==> src/rtl/serial_word_assembler.sv <==
// Purpose: assembles MSB-first serial bits into DATA_W-bit words, counts words per frame, flags partial frames.
// Latency: dataOut/dataValid register on the edge that shifts the last bit (parity bit when SERIAL_PARITY_EN).
// Backpressure: none; the upstream controller paces bits with shEn and the consumer must take each dataValid pulse.
// Optional feature macro: SERIAL_PARITY_EN (trailing even-parity bit per word, adds PARITY state and parErr).
module serial_word_assembler #(
    parameter int DATA_W = 8,
    parameter int CNT_W  = 4
) (
    input  logic              CLK,
    input  logic              RST,
    input  logic              serIn,
    input  logic              shEn,
    input  logic              Done,
    output logic [DATA_W-1:0] dataOut,
    output logic              dataValid,
    output logic [CNT_W-1:0]  wordCnt,
    output logic              frameErr,
`ifdef SERIAL_PARITY_EN
    output logic              parErr,
`endif
    output logic              busy
);

    // Bit counter must be able to represent DATA_W itself for the completion compare.
    localparam int                BCW     = $clog2(DATA_W + 1);
    localparam logic [BCW-1:0]    LAST    = BCW'(DATA_W);
    localparam logic [CNT_W-1:0]  CNT_MAX = '1;

`ifdef SERIAL_PARITY_EN
    typedef enum logic [1:0] {IDLE, COLLECT, PARITY} state_t;
`else
    typedef enum logic [1:0] {IDLE, COLLECT} state_t;
`endif

    state_t              state, stateNxt;
    logic [DATA_W-1:0]   shReg, shRegNxt;
    logic [BCW-1:0]      bitCnt, bitCntNxt;
    logic [DATA_W-1:0]   dataOutNxt;
    logic                dataValidNxt;
    logic [CNT_W-1:0]    wordCntNxt;
    logic                frameErrNxt;
`ifdef SERIAL_PARITY_EN
    logic                parErrNxt;
`endif

    logic [DATA_W-1:0]   shifted;
    logic [BCW-1:0]      cntInc;
    logic [CNT_W-1:0]    wordCntInc;
    // Bits still pending after this edge's shift; nonzero at frame end means a partial word.
    logic [BCW-1:0]      cntAfter;

    // Shared arithmetic: next shift-register image, bit count and saturating word count.
    always_comb begin
        shifted    = {shReg[DATA_W-2:0], serIn};
        cntInc     = bitCnt + BCW'(1);
        wordCntInc = (wordCnt == CNT_MAX) ? wordCnt : wordCnt + CNT_W'(1);
    end

    // Next-state and registered-output logic; on a Done edge the shift is applied first, then the frame end is judged.
    always_comb begin
        stateNxt     = state;
        shRegNxt     = shReg;
        bitCntNxt    = bitCnt;
        dataOutNxt   = dataOut;
        dataValidNxt = 1'b0;
        wordCntNxt   = wordCnt;
        frameErrNxt  = 1'b0;
        cntAfter     = bitCnt;
`ifdef SERIAL_PARITY_EN
        parErrNxt    = 1'b0;
`endif
        case (state)
            IDLE: begin
                // Done alone in IDLE is ignored; only a shift opens a frame.
                if (shEn) begin
                    shRegNxt   = shifted;
                    bitCntNxt  = BCW'(1);
                    wordCntNxt = '0;
                    stateNxt   = COLLECT;
                end
            end
            COLLECT: begin
                if (shEn) begin
                    shRegNxt = shifted;
                    if (cntInc == LAST) begin
`ifdef SERIAL_PARITY_EN
                        // Word held in shReg until its parity bit arrives; still counts as pending.
                        bitCntNxt = '0;
                        cntAfter  = LAST;
                        stateNxt  = PARITY;
`else
                        dataOutNxt   = shifted;
                        dataValidNxt = 1'b1;
                        bitCntNxt    = '0;
                        cntAfter     = '0;
                        wordCntNxt   = wordCntInc;
`endif
                    end else begin
                        bitCntNxt = cntInc;
                        cntAfter  = cntInc;
                    end
                end
                if (Done) begin
                    stateNxt  = IDLE;
                    bitCntNxt = '0;
                    shRegNxt  = '0;
                    if (cntAfter != '0) begin
                        frameErrNxt = 1'b1;
                    end
                end
            end
`ifdef SERIAL_PARITY_EN
            PARITY: begin
                if (shEn) begin
                    // Even parity: data plus parity bit must hold an even number of ones.
                    dataOutNxt   = shReg;
                    dataValidNxt = 1'b1;
                    parErrNxt    = ^{shReg, serIn};
                    wordCntNxt   = wordCntInc;
                    stateNxt     = COLLECT;
                end
                if (Done) begin
                    stateNxt  = IDLE;
                    bitCntNxt = '0;
                    shRegNxt  = '0;
                    if (!shEn) begin
                        frameErrNxt = 1'b1;
                    end
                end
            end
`endif
            default: begin
                stateNxt  = IDLE;
                bitCntNxt = '0;
            end
        endcase
    end

    // State and output registers; reset discards any partial word without producing pulses.
    always_ff @(posedge CLK or posedge RST) begin
        if (RST) begin
            state     <= IDLE;
            shReg     <= '0;
            bitCnt    <= '0;
            dataOut   <= '0;
            dataValid <= 1'b0;
            wordCnt   <= '0;
            frameErr  <= 1'b0;
`ifdef SERIAL_PARITY_EN
            parErr    <= 1'b0;
`endif
        end else begin
            state     <= stateNxt;
            shReg     <= shRegNxt;
            bitCnt    <= bitCntNxt;
            dataOut   <= dataOutNxt;
            dataValid <= dataValidNxt;
            wordCnt   <= wordCntNxt;
            frameErr  <= frameErrNxt;
`ifdef SERIAL_PARITY_EN
            parErr    <= parErrNxt;
`endif
        end
    end

    // A frame is in progress whenever the FSM has left IDLE.
    always_comb begin
        busy = (state != IDLE);
    end

endmodule

==> config.mk <==
export PLATFORM = sky130hd
export DESIGN_NAME = serial_word_assembler
export DESIGN_NICKNAME = d
export VERILOG_FILES = /design/src/rtl/serial_word_assembler.sv
export SDC_FILE = /design/constraint.sdc
export NUM_CORES = 1
export LEC_CHECK = 0
export ABC_AREA = 1
export BUFFER_PORTS_ARGS = -buffer_cell sky130_fd_sc_hd__clkbuf_2
export CAP_MARGIN = 20
export CELL_PAD_IN_SITES_DETAIL_PLACEMENT = 0
export CELL_PAD_IN_SITES_GLOBAL_PLACEMENT = 2
export CORE_UTILIZATION = 29
export CTS_CLUSTER_SIZE = 25
export DETAILED_ROUTE_END_ITERATION = 12
export PLACE_DENSITY_LB_ADDON = 0.1
export SETUP_SLACK_MARGIN = 0.05
export SLEW_MARGIN = 20
export SYNTH_ARGS = -nofsm -noshare
export SYNTH_HDL_FRONTEND = slang
export SYNTH_SLANG_ARGS = --single-unit
==> constraint.sdc <==
create_clock -name CLK -period 1.4 [get_ports CLK]
set_input_delay 0.42 -clock CLK [delete_from_list [all_inputs] [get_ports CLK]]
set_output_delay 0.42 -clock CLK [all_outputs]
set_load 0.01 [all_outputs]
==> flow_metrics.env, run 1 <==
export IMPL_required_ns=0.98
export IMPL_boundaryPins=20
export IMPL_insertion_delay_ns=0.27
export IMPL_cts_tree="done"
export IMPL_place_inst=222
export IMPL_path_cells="buf_6, buf_6"
export IMPL_r2r_setup_slack_ns=0.12
export IMPL_wl_met2_mm=1.31
export IMPL_clkSinkCount=26
export IMPL_critPathKind="flip-flop to output pin"
export IMPL_met3_length_microns=68
export IMPL_place_congestion=0.786
export IMPL_timing_rr_end="wordCnt[2]$_DFFE_PP0P_"
export IMPL_grt_pass1_vias=995
export IMPL_fin_util_pct=39.5
export IMPL_reg2reg_depth=9
export IMPL_cts_buffers=3
export IMPL_finalInstanceArea_sq_mm=0.00158
export IMPL_netlist_area_sq_mm=0.00121
export IMPL_dpl_cell_area_sq_mm=0.00144
export IMPL_die_area_sq_mm=0.00443
export IMPL_antennaDiodeCount=0
export IMPL_avgViaCountPerCell=4.48
export IMPL_stdcell_count=230
export IMPL_die_w_microns=66.6
export IMPL_start_util_pct=30.2
export IMPL_clkTransAtPathRegs_ns=0.09
export IMPL_die_h_microns=66.6
export IMPL_crit_slowest_cell="dfrtp_1"
export IMPL_ff_latch_area_sq_um=654
export IMPL_ys_types=22
export IMPL_multi_input_area_sq_um=494
export IMPL_synth_ff_latch_count=26
export IMPL_rsz0062_at_grt="yes"
export IMPL_area_growth_syn_to_layout_pct=30.6
export IMPL_fill_cells=415
export IMPL_grt_max_degree=27
export IMPL_wl_mm=2.72
export IMPL_first_pass_iters=4
export IMPL_tns_ns=0
export IMPL_fin_crit_sh_pct=93.5
export IMPL_critical_path_max_stage_delay_ns=0.40
export IMPL_cp_start_kind="flip-flop"
export IMPL_synth_seq_area_share_pct=53.8
export IMPL_peakVddDrop_mv=0.502
export IMPL_nets=188
export IMPL_place_port_buffers=19
export IMPL_finalSetupViolations=0
export IMPL_antenna_left=0
export IMPL_period_minus_slack_ns=1.31
export IMPL_synthesis_nets=151
export IMPL_htreeDepth=1
export IMPL_design_core_area_sq_mm=0.00400
export IMPL_hold_viol=0
export IMPL_crit_top_cell="buf_6"
export IMPL_cts_max_path_buffers=2
export IMPL_worst_slew_pin_slew_ns=0.353
export IMPL_hp_class="input port to async pin"
export IMPL_total_power_mw=2.35
export IMPL_row_count=23
export IMPL_critical_path_max_fanout=2
export IMPL_grt_pass1_wl_mm=4.53
export IMPL_leakagePower_nw=0.851
export IMPL_finalClockSkew_ns=0.00138
export IMPL_clockRootBuffer="clkbuf_8"
export IMPL_status="complete, no violations"
export IMPL_drt_first_iter_violations=79
export IMPL_synthCells=144
export IMPL_drc=0
export IMPL_met1_length_mm=1.31
export IMPL_yosys_warnings=0
export IMPL_avgSynthCellArea_sq_um=8.40
export IMPL_slew_violations=0
export IMPL_worstPathArrival_ns=0.89
export IMPL_antenna_found_initial=0
export IMPL_worstSetupEndpointType="output pin"
export IMPL_routed_via_count=1031
export IMPL_overflow=0
export IMPL_cap_violations=0
export IMPL_top_layer="met4"
export IMPL_r2r_start="wordCnt[0]$_DFFE_PP0P_"
export IMPL_power_density_mw_per_mm2=1480
export IMPL_max_freq_mhz=764
export IMPL_wl_per_cell_microns=11.8
export IMPL_dp_hpwl_mm=1.96
export IMPL_grt_usage_pct=13.5
export IMPL_final_layout_size_suffix_gt1_share_pct=31.7
export IMPL_max_slew_margin_pct=76.5
[cell usage after synthesis]
cell       n  share of area, %
nand3_4    1               1.4
ha_1       2               2.1
buf_6      1              0.93
inv_2      3              0.93
a21oi_1    6               2.5
nand3_2    1              0.83
nand4_1    1              0.52
a22oi_2    1               1.0
o22ai_1    1              0.52
xor2_1     1              0.72
nand2_2    1              0.52
clkinv_1   1              0.31
o21ai_0    8               3.3
nand2_1   47                15
nand3_1    9               3.7
nor2_1    16               5.0
inv_1     11               3.4
buf_2      2              0.83
nor3_1     1              0.41
o21ai_2    3               2.2
a31oi_1    1              0.52
dfrtp_1   26                54
[worst max-delay path by stage]
stage                            from                      to  slack [ns]  depth (start not counted)
2_1_floorplan   bitCnt[0]$_DFFE_PP0N_  wordCnt[0]$_DFFE_PP0P_        0.11                          7
6_report       wordCnt[0]$_DFFE_PP0P_              wordCnt[0]        0.09                          2
3_5_place_dp    bitCnt[0]$_DFFE_PP0N_  dataOut[7]$_DFFE_PP0P_        0.02                          7
5_1_grt        wordCnt[0]$_DFFE_PP0P_  wordCnt[2]$_DFFE_PP0P_        0.02                          9
3_3_place_gp    bitCnt[0]$_DFFE_PP0N_  dataOut[7]$_DFFE_PP0P_        0.04                          7
4_1_cts        wordCnt[0]$_DFFE_PP0P_              wordCnt[0]        0.05                          2
[area by class of cell]
cell class	count	share of cell area, %
Inverter	15	3.56
Multi-Input combinational cell	100	31.3
Sequential cell	26	41.4
Timing Repair Buffer	35	16.3
Tap cell	50	3.96
Clock buffer	4	3.48
[state kept, by name (all words and copies together), names as in the netlist]
name,count
dataOut,8
shReg,7
bitCnt,4
wordCnt,4
dataValid,1
frameErr,1
state,1
[placed cells by master, fill, tap and decap left out, drive strengths merged]
cell type	instances
clkbuf	22
o21ai	11
ha	2
a22oi	1
nor3	1
nand4	1
o22ai	1
buf	17
nand2	48
inv	15
dfrtp	26
nand3	11
a21oi	6
a31oi	1
nor2	16
xor2	1
[through the flow]
step                setup WS [ns]  hold slack, ns
finish                     0.0913           0.178
global route               0.0241           0.213
CTS                        0.0507           0.188
detailed placement         0.0217           0.465
global placement           0.0355           0.464
floorplan                   0.106           0.437
[routing by layer]
metal | vias to the layer above | global-route usage (%)
li1 | 529 | -
met4 | 0 | 3.99
met1 | 485 | 17.6
met2 | 15 | 22.6
met5 | - | 0
met3 | 2 | 2.05
[what timing repair did]
item | 4_1_cts | 5_1_grt
gates resized for setup | 0 | 13
hold buffers | 0 | 0
buffers inserted | 3 | 1
pin swaps | 1 | 3
endpoints found under the setup margin | 6 | 15
[critical path, delay by kind of cell (launching register included)]
| family | cells | cell delay (ns) |
|---|---|---|
| buffers and inverters | 2 | 0.23 |
| flip-flops | 1 | 0.40 |
[report_power, final]
| part | internal (mW) | switching (mW) | leakage [nW] | total (mW) |
|---|---|---|---|---|
| logic | 0.376 | 0.452 | 0.482 | 0.827 |
| registers | 0.903 | 0.123 | 0.340 | 1.03 |
| clock network | 0.251 | 0.241 | 0.0288 | 0.492 |
| total | 1.53 | 0.815 | 0.851 | 2.35 |
[kinds of logic (layout without fill, tap and decap cells)]
family | count (synthesis) | count (layout) | synth area share [%]
and+or+nand+nor | 77 | 77 | 27.0
DFF | 26 | 26 | 53.8
AOI/OAI and AO/OA | 20 | 20 | 10.0
buffers and inverters | 18 | 54 | 6.41
adders and majority gates | 2 | 2 | 2.07
xor gates and xnor gates | 1 | 1 | 0.724
Power figures use the tool's default switching activity.
==> run 2: changes to the inputs <==
--- a/config.mk
+++ b/config.mk
@@ -14,6 +14,7 @@
 export CTS_CLUSTER_SIZE = 25
 export DETAILED_ROUTE_END_ITERATION = 12
 export PLACE_DENSITY_LB_ADDON = 0.1
+export RECOVER_POWER = 50
 export SETUP_SLACK_MARGIN = 0.05
 export SLEW_MARGIN = 20
 export SYNTH_ARGS = -nofsm -noshare
==> flow_metrics.env, run 2 (synthesis gave the netlist of run 1 again) <==
export IMPL_status="complete, no violations"
export IMPL_max_freq_mhz=765
export IMPL_switching_share_pct=34.9
export IMPL_critical_path_max_fanout=2
export IMPL_finalSetupViolations=0
export IMPL_grt_max_degree=27
export IMPL_wl_per_cell_microns=11.8
export IMPL_slew_violations=0
export IMPL_row_count=23
export IMPL_required_ns=0.98
export IMPL_largest_register="dataOut"
export IMPL_internal_power_mw=1.51
export IMPL_die_area_sq_mm=0.00443
export IMPL_clkTransAtPathRegs_ns=0.09
export IMPL_place_port_buffers=19
export IMPL_multi_input_area_sq_um=494
export IMPL_antenna_found_initial=0
export IMPL_first_pass_iters=3
export IMPL_grt_usage_pct=13.5
export IMPL_start_util_pct=30.2
export IMPL_critPathLaunch="wordCnt[0]$_DFFE_PP0P_"
export IMPL_period_minus_slack_ns=1.31
export IMPL_hold_viol=0
export IMPL_routed_via_count=1027
export IMPL_hp_class="input port to async pin"
export IMPL_largest_reg_flops=8
export IMPL_fin_crit_sh_pct=93.4
export IMPL_worstPathArrival_ns=0.89
export IMPL_largestRegisters="dataOut (8), shReg (7)"
export IMPL_antenna_left=0
export IMPL_nets=188
export IMPL_r2r_start="wordCnt[0]$_DFFE_PP0P_"
export IMPL_grt_pass1_vias=995
export IMPL_combinationalPowerShare_pct=34.8
export IMPL_peakVddDrop_mv=0.486
export IMPL_die_w_microns=66.6
export IMPL_whs_ns=0.300
export IMPL_cts_max_path_buffers=2
export IMPL_power_switching_mw=0.813
export IMPL_clockPowerShare_pct=21.1
export IMPL_power_density_mw_per_mm2=1480
export IMPL_insertion_delay_ns=0.26
export IMPL_critPathKind="flip-flop to output pin"
export IMPL_max_slew_margin_pct=54.2
export IMPL_place_congestion=0.786
export IMPL_layout_common_cells="nand2_1, dfrtp_1, clkbuf_2"
export IMPL_ff_latch_area_sq_um=654
export IMPL_overflow=0
export IMPL_tns_ns=0
export IMPL_grt_pass1_wl_mm=4.53
export IMPL_stdcell_count=230
export IMPL_mostFrequentLayoutCell="nand2_1"
export IMPL_die_h_microns=66.6
export IMPL_rsz0062_at_grt="yes"
export IMPL_boundaryPins=20
export IMPL_antennaDiodeCount=0
export IMPL_avgViaCountPerCell=4.47
export IMPL_ctsHoldBuffers=0
export IMPL_power_frac_seq_pct=44.1
export IMPL_worst_slew_pin_slew_ns=0.687
export IMPL_clockRootBuffer="clkbuf_8"
export IMPL_clkSinkCount=26
export IMPL_place_inst=222
export IMPL_design_core_area_sq_mm=0.00400
export IMPL_worstSetupEndpointType="output pin"
export IMPL_cap_violations=0
export IMPL_final_layout_size_suffix_gt1_share_pct=30.0
export IMPL_cts_tree="done"
export IMPL_fill_cells=418
export IMPL_cp_start_kind="flip-flop"
export IMPL_htreeDepth=1
export IMPL_drc=0
export IMPL_cts_buffers=3
export IMPL_wl_mm=2.72
export IMPL_dp_hpwl_mm=1.96
export IMPL_drt_first_iter_violations=74
export IMPL_leakagePower_nw=0.844
export IMPL_total_power_mw=2.33
export IMPL_finalClockSkew_ns=0.00122
export IMPL_area_growth_syn_to_layout_pct=29.8
==> run 2: cell type report <==
cell class | instances | area share [%]
repair buffers | 35 | 15.8
clock buffers | 4 | 3.51
flip-flops and latches | 26 | 41.7
well taps | 50 | 3.98
inverters | 15 | 3.59
multi-input cells | 100 | 31.5
==> run 2: critical path: stages (launching register included) <==
cell and delay, ns:
dfrtp_1 0.40, buf_6 0.12, buf_6 0.11
==> run 2: power by group through the flow <==
stage	Clock, mW	Combinational (mW)	Sequential (mW)
after floorplan	0	0.394	1.06
after global placement	0	0.752	1.03
after detailed placement	0	0.748	1.03
after CTS	0.515	0.769	1.01
after global routing	0.539	0.934	1.06
final	0.491	0.811	1.03
==> run 2: layer usage <==
layer / wire length (microns) / vias up / GRT usage, %
met5: 0 / - / 0
met4: 20 / 0 / 3.99
met3: 66 / 2 / 2.05
met2: 1320 / 13 / 22.6
met1: 1320 / 483 / 17.6
li1: - / 529 / -
==> run 2: repair_timing <==
item,CTS,global route
setup buffers,3,1
resized for setup,0,13
pin swaps,1,3
cloned,0,0
hold endpoints to repair,0,0
endpoints found under the setup margin,6,15
==> run 2: per-stage QoR <==
stage / area (sq um) / setup WS (ns) / util, %
floorplan: 1210 / 0.106 / -
global placement: 1440 / 0.0355 / 35.9
detailed placement: 1440 / 0.0217 / 35.9
CTS: 1540 / 0.0507 / 38.5
global route: 1570 / 0.0241 / 39.3
finish: 1570 / 0.0922 / 39.3
==> run 2: worst paths after layout <==
check                                              end  slack (ns)  cells after the start
worst max-delay path                        wordCnt[0]        0.09                      2
worst min-delay path            dataOut[6]$_DFFE_PP0P_        0.30                      3
worst max register to register  wordCnt[2]$_DFFE_PP0P_        0.12                      9
worst min register to register  dataOut[3]$_DFFE_PP0P_        0.48                      2
max in group asynchronous        bitCnt[3]$_DFFE_PP0N_        0.62                      3
min in group CLK                dataOut[0]$_DFFE_PP0P_        0.36                      3
